[src/rtl/mmio_ui_controller_pkg.sv]
// mmio_ui_controller_pkg: register offsets, ctrl bit positions, segment table and sticky ready/overrun helper
package mmio_ui_controller_pkg;
  localparam int WIN_BYTES = 64;
  localparam int RDY_BIT = 0;
  localparam int OVR_BIT = 2;
  localparam logic [5:0] OFF_HEX   = 6'h00;
  localparam logic [5:0] OFF_LEDR  = 6'h04;
  localparam logic [5:0] OFF_KDATA = 6'h10;
  localparam logic [5:0] OFF_SDATA = 6'h14;
  localparam logic [5:0] OFF_KCTRL = 6'h18;
  localparam logic [5:0] OFF_SCTRL = 6'h1C;
`ifdef UI_TIMER_EN
  localparam logic [5:0] OFF_TCNT  = 6'h20;
  localparam logic [5:0] OFF_TLIM  = 6'h24;
  localparam logic [5:0] OFF_TCTRL = 6'h28;
`endif
  // Active-low segments, digit 0 in the low 7 bits, up to F at the top.
  localparam logic [111:0] SEG_TBL = {
    7'b0001110, 7'b0000110, 7'b0100001, 7'b1000110,
    7'b0000011, 7'b0001000, 7'b0010000, 7'b0000000,
    7'b1111000, 7'b0000010, 7'b0010010, 7'b0011001,
    7'b0110000, 7'b0100100, 7'b1111001, 7'b1000000};
  // st = {overrun, ready}; an event beats both a ready-clearing load and an overrun clear.
  function automatic logic [1:0] sticky(input logic [1:0] st, input logic ev, input logic clr_rdy,
                                        input logic clr_ovr);
    return {(ev & st[0] & ~clr_rdy) | (st[1] & ~clr_ovr), ev | (st[0] & ~clr_rdy)};
  endfunction
  function automatic logic [2:0] ctrl_bits(input logic [1:0] st);
    logic [2:0] c;
    c = '0;
    c[RDY_BIT] = st[0];
    c[OVR_BIT] = st[1];
    return c;
  endfunction
endpackage

[src/rtl/mmio_ui_controller_sev_seg_dec.sv]
// mmio_ui_controller_sev_seg_dec: hex nibble to active-low seven-segment pattern
module mmio_ui_controller_sev_seg_dec
  import mmio_ui_controller_pkg::*;
(
  input  logic [3:0] nib,
  output logic [6:0] seg
);
  assign seg = SEG_TBL[7*nib +: 7];
endmodule

[src/rtl/mmio_ui_controller.sv]
// mmio_ui_controller: memory-mapped HEX/LEDR/KEY/SW peripheral with sticky key/switch events; timer under UI_TIMER_EN
module mmio_ui_controller
  import mmio_ui_controller_pkg::*;
#(
  parameter int DBITS = 32,
  parameter logic [DBITS-1:0] BASE_ADDR = DBITS'(32'hF000_0000),
  parameter int NUM_HEX = 4,
  parameter int NUM_LEDR = 10,
  parameter int NUM_KEYS = 4,
  parameter int NUM_SW = 10,
  parameter int DEBOUNCE_CYCLES = 500000,
  parameter int TICK_CYCLES = 50000
) (
  input  logic                 clk,
  input  logic                 reset_n,
  input  logic [DBITS-1:0]     addr,
  input  logic [DBITS-1:0]     wdata,
  input  logic                 wr_en,
  input  logic                 rd_en,
  output logic                 hit,
  output logic [DBITS-1:0]     rdata,
  input  logic [NUM_KEYS-1:0]  key,
  input  logic [NUM_SW-1:0]    sw,
  output logic [NUM_LEDR-1:0]  ledr,
  output logic [7*NUM_HEX-1:0] hex
);
  localparam int CW = $clog2(DEBOUNCE_CYCLES);
  logic [DBITS-1:0] off, tmr_rdata;
  logic [5:0] a;
  logic wr, rd, sev, unused_ok;
  logic [4*NUM_HEX-1:0] hex_q, hex_d;
  logic [NUM_LEDR-1:0] ledr_q, ledr_d;
  logic [NUM_KEYS-1:0] ks1_q, ks1_d, ks2_q, ks2_d;
  logic [NUM_SW-1:0] ss1_q, ss1_d, ss2_q, ss2_d, sdata_q, sdata_d;
  logic [CW-1:0] dcnt_q, dcnt_d;
  logic [1:0] kst_q, kst_d, sst_q, sst_d;
  assign off = addr - BASE_ADDR;
  assign hit = off < DBITS'(WIN_BYTES);
  assign a = off[5:0];
  assign wr = wr_en & hit;
  assign rd = rd_en & hit;
  assign ledr = ledr_q;
  assign unused_ok = ^wdata ^ (TICK_CYCLES == 0);
  // Synchronisers carry the pressed (inverted) key level so reset means "nothing pressed".
  always_comb begin
    hex_d = (wr && a == OFF_HEX) ? wdata[4*NUM_HEX-1:0] : hex_q;
    ledr_d = (wr && a == OFF_LEDR) ? wdata[NUM_LEDR-1:0] : ledr_q;
    ks1_d = ~key;
    ks2_d = ks1_q;
    ss1_d = sw;
    ss2_d = ss1_q;
    kst_d = sticky(kst_q, ks1_q != ks2_q, rd && a == OFF_KDATA, wr && a == OFF_KCTRL && !wdata[OVR_BIT]);
    sdata_d = sdata_q;
    dcnt_d = '0;
    sev = 1'b0;
    if (ss2_q != sdata_q) begin
      if (dcnt_q == CW'(DEBOUNCE_CYCLES - 1)) begin
        sdata_d = ss2_q;
        sev = 1'b1;
      end else if (ss1_q == ss2_q) dcnt_d = dcnt_q + 1'b1;
    end
    sst_d = sticky(sst_q, sev, rd && a == OFF_SDATA, wr && a == OFF_SCTRL && !wdata[OVR_BIT]);
  end
  always_ff @(posedge clk or negedge reset_n) begin
    if (!reset_n) begin
      hex_q <= '0;
      ledr_q <= '0;
      ks1_q <= '0;
      ks2_q <= '0;
      ss1_q <= '0;
      ss2_q <= '0;
      sdata_q <= '0;
      dcnt_q <= '0;
      kst_q <= '0;
      sst_q <= '0;
    end else begin
      hex_q <= hex_d;
      ledr_q <= ledr_d;
      ks1_q <= ks1_d;
      ks2_q <= ks2_d;
      ss1_q <= ss1_d;
      ss2_q <= ss2_d;
      sdata_q <= sdata_d;
      dcnt_q <= dcnt_d;
      kst_q <= kst_d;
      sst_q <= sst_d;
    end
  end
`ifdef UI_TIMER_EN
  localparam int PW = $clog2(TICK_CYCLES + 1);
  logic [PW-1:0] presc_q, presc_d;
  logic [DBITS-1:0] tcnt_q, tcnt_d, tlim_q, tlim_d;
  logic [1:0] tst_q, tst_d;
  logic tick, tset, tev;
  // A TCNT store overrides the tick in the same cycle and restarts the prescaler.
  always_comb begin
    tset = wr && a == OFF_TCNT;
    tick = presc_q == PW'(TICK_CYCLES - 1);
    tev = !tset && tick && tlim_q != '0 && tcnt_q == tlim_q - 1'b1;
    presc_d = (tset || tick) ? '0 : presc_q + 1'b1;
    tcnt_d = tset ? wdata : tev ? '0 : (tick && tlim_q != '0) ? tcnt_q + 1'b1 : tcnt_q;
    tlim_d = (wr && a == OFF_TLIM) ? wdata : tlim_q;
    tst_d = sticky(tst_q, tev, rd && a == OFF_TCNT, wr && a == OFF_TCTRL && !wdata[OVR_BIT]);
  end
  always_ff @(posedge clk or negedge reset_n) begin
    if (!reset_n) begin
      presc_q <= '0;
      tcnt_q <= '0;
      tlim_q <= '0;
      tst_q <= '0;
    end else begin
      presc_q <= presc_d;
      tcnt_q <= tcnt_d;
      tlim_q <= tlim_d;
      tst_q <= tst_d;
    end
  end
  assign tmr_rdata = a == OFF_TCNT ? tcnt_q :
                     a == OFF_TLIM ? tlim_q :
                     a == OFF_TCTRL ? DBITS'(ctrl_bits(tst_q)) : '0;
`else
  assign tmr_rdata = '0;
`endif
  assign rdata = !hit ? '0 :
                 a == OFF_HEX ? DBITS'(hex_q) :
                 a == OFF_LEDR ? DBITS'(ledr_q) :
                 a == OFF_KDATA ? DBITS'(ks2_q) :
                 a == OFF_SDATA ? DBITS'(sdata_q) :
                 a == OFF_KCTRL ? DBITS'(ctrl_bits(kst_q)) :
                 a == OFF_SCTRL ? DBITS'(ctrl_bits(sst_q)) : tmr_rdata;
  for (genvar i = 0; i < NUM_HEX; i++) begin : g_hex
    mmio_ui_controller_sev_seg_dec u_dec (.nib(hex_q[4*i +: 4]), .seg(hex[7*i +: 7]));
  end
endmodule

[config.mk]
export PLATFORM = sky130hd
export DESIGN_NAME = mmio_ui_controller
export DESIGN_NICKNAME = d
export VERILOG_FILES = /design/src/rtl/mmio_ui_controller_pkg.sv /design/src/rtl/mmio_ui_controller_sev_seg_dec.sv /design/src/rtl/mmio_ui_controller.sv
export SDC_FILE = /design/constraint.sdc
export NUM_CORES = 1
export LEC_CHECK = 0
export ABC_AREA = 1
export CORE_ASPECT_RATIO = 2
export CORE_MARGIN = 4
export CORE_UTILIZATION = 45
export DETAILED_ROUTE_END_ITERATION = 8
export DONT_BUFFER_PORTS = 1
export GPL_ROUTABILITY_DRIVEN = 0
export SLEW_MARGIN = 5
export SYNTH_ARGS = -nofsm -noshare
export SYNTH_HDL_FRONTEND = slang
export SYNTH_HIERARCHICAL = 1
export SYNTH_SLANG_ARGS = --single-unit
[constraint.sdc]
create_clock -name clk -period 2 [get_ports clk]
set_input_delay 0.3 -clock clk [delete_from_list [all_inputs] [get_ports clk]]
set_output_delay 0.3 -clock clk [all_outputs]
set_load 0.03 [all_outputs]
==> results.tsv <==
metric	value	unit
Slew Limit Fails	0	
met3 WL	756	um
Core Box Area	0.0121	mm2
Worst VDD drop	0.587	mV
portion of synthesized cell area occupied by the leading cell type	0.393	
Post-Route WL	13700	um
met2 wire length	7790	um
aggregate global-route resource usage	0.197	
Fin Setup TNS	0	ns
area occupied by multi-input gates	0.00286	mm2
critical path class	reg2out	
worst hold slack after final layout	-0.350	ns
period utilization	0.960	
latest clock arrival within the worst-skew pair	0.34	ns
post-place setup slack	0.182	ns
leading cell type by number of instances after synthesis	sky130_fd_sc_hd__nand2_1	
largest area contributor in the netlist	sky130_fd_sc_hd__dfrtp_1	
die span in x	86.4	um
area of all sequential standard cells	0.00219	mm2
Synth Register Bits	87	
type of the tightest min-delay check	in2async	
routed vias/inst	5.05	
FFs w/ async S/R, synth	1.00	
final hold viol count	87	
Vias	4805	
global-route wire length before repair	22400	um
vertical die dimension	165	um
via count of the first global-routing pass	4789	
utilization after layout	0.517	
count of antenna-violating nets left after detailed routing	0	
Max-Cap Viols	0	
clock root buffer master	sky130_fd_sc_hd__clkbuf_16	
maximum clock frequency	521	MHz
buffers inserted by post-CTS timing repair	0	
biggest fanout along the worst timing path	8	
H-tree lvl count	3	
clk sink count	87	
DR DRC count	0	
post-synthesis sequential area ratio	0.393	
starting density of the core	0.457	
run status	finished with violations	
area added between synthesis and finish	13.2	%
Post-synth top cells	sky130_fd_sc_hd__nand2_1 (254), sky130_fd_sc_hd__nand3_1 (88), sky130_fd_sc_hd__dfrtp_1 (87)	
TritonCTS clock tree	yes	
CP arrival	1.62	ns
pin count of the biggest net entering global routing	88	
power per standard cell area	588	mW/mm2
Top Ports	153	
Die Area	0.0142	mm2
number of warnings issued by yosys	6	
most instantiated flip-flop cell in the synthesis netlist	sky130_fd_sc_hd__dfrtp_1	
total overflow reported by the global router	0	
Buffers on Ports	0	
Leak Pwr	3.11	nW
mapped cell area	0.00554	mm2
clock skew	0.00358	ns
initial antenna violation count	0	
unrepaired setup endpoints after global routing	false	
Yosys cell types	37	
Post-Route M1 WL	4870	um
total number of placement rows	57	
number of buffers created by CTS	9	
required time of the worst setup path	1.70	ns
violations in the final reports	hold timing	
Tmin final	1.92	ns
Mapped Avg Cell Area	7.26	um2
top routing layer used	met4	
Inserted Diodes	0	
crit path capture type	primary output	
FILL cells	1183	
Final Cell Area	0.00627	mm2
Synth area leaders	sky130_fd_sc_hd__dfrtp_1 (39%), sky130_fd_sc_hd__nand2_1 (17%), sky130_fd_sc_hd__nand3_1 (8.0%), sky130_fd_sc_hd__ha_1 (6.6%), sky130_fd_sc_hd__inv_1 (5.4%)	
Clock Pin Slew Worst Setup and Hold Paths	0.06	ns
placement-stage cell area	0.00580	mm2
dpl hpwl	10800	um
gate count after technology mapping	762	
Total Nets Final	910	
number of enable-type register cells in the synthesized netlist	0	
fraction of layout instances using a drive strength above 1	0.114	
crit path launch type	flip-flop	
number of design-rule violations left by the first detailed-router iteration	228	
hold buffer count at CTS	13	
setup slack after layout	0.0806	ns
number of detailed-route iterations in the first pass	6	
Bufs on Longest Clock Path	2	
final setup violating endpoints	0	
average wire per standard cell	14.4	um
power breakdown:
part	internal, mW	switching [mW]
Clock	1.04	0.684
Sequential	1.79	0.0253
Combinational	0.0576	0.0909
kinds of logic (layout without fill, tap and decap cells):
logic type | count (synthesis) | in the layout | share of synthesized area
xor+xnor | 20 | 20 | 0.0316
fa+ha+maj | 29 | 29 | 0.0656
other cells | 1 | 16 | 0.000677
simple gates | 439 | 439 | 0.342
compound gates | 65 | 65 | 0.0622
buf+inv | 121 | 148 | 0.104
flops | 87 | 87 | 0.393
registers in the layout, summed over array words and instances (netlist names):
signal   count
ss2_q       10
sdata_q     10
dcnt_q      19
kst_q        2
hex_q       16
ledr        10
ks1_q        4
ss1_q       10
ks2_q        4
sst_q        2
cell type report:
class,instances,area share
inverters,86,0.0515
repair buffers,46,0.0643
clock inverters,4,0.00838
clock buffers,12,0.0409
multi-input cells,569,0.456
well taps,147,0.0293
flip-flops and latches,87,0.350
worst max-delay path: stages, from the launching register on:
cell and delay (ns):
sky130_fd_sc_hd__dfrtp_2 0.44, sky130_fd_sc_hd__inv_1 0.13, sky130_fd_sc_hd__ha_1 0.23, sky130_fd_sc_hd__inv_1 0.07, sky130_fd_sc_hd__nand2_1 0.05, sky130_fd_sc_hd__nand2_1 0.08, sky130_fd_sc_hd__nand2_1 0.05, sky130_fd_sc_hd__nand2_1 0.23
final timing paths:
path,from,end,slack [ns],cells past startpoint
setup / recovery,hex_q[4],hex[11],0.08,7
hold / removal,reset_n,ss1_q[7],-0.35,0
setup reg to reg,ss2_q[0],dcnt_q[12],0.24,7
hold reg to reg,ks1_q[1],ks2_q[1],0.39,0
max in group asynchronous,reset_n,hex_q[2],2.25,0
min in group clk,key[2],ks1_q[2],0.02,1
cells in the final DEF (no fill, tap or decap), drive strengths merged, types with 2 or more instances in the layout:
| cell | n |
|---|---|
| a21oi | 24 |
| a31oi | 4 |
| buf | 33 |
| clkbuf | 12 |
| clkinv | 3 |
| conb | 16 |
| dfrtp | 87 |
| dlygate4sd3 | 13 |
| ha | 29 |
| inv | 86 |
| nand2 | 257 |
| nand3 | 89 |
| nand4 | 7 |
| nor2 | 77 |
| nor3 | 4 |
| o21ai | 33 |
| o21bai | 2 |
| xnor2 | 8 |
| xor2 | 12 |
stage by stage:
stage	instances	total power [mW]
after floorplan	777	1.98
after global placement	922	1.97
after detailed placement	922	1.98
after CTS	951	3.74
after global routing	951	3.83
final	951	3.69
repair_timing:
action	4_1_cts	5_1_grt
gates resized for setup	5	16
endpoints found under the hold margin	100	87
endpoints found under the setup margin	5	20
routing by layer:
layer	vias up	GRT usage
met4	0	0.0723
met2	115	0.382
met5	-	0
met3	27	0.0514
met1	2228	0.195
li1	2435	-
Note: power is estimated with default switching activity, not from simulation.
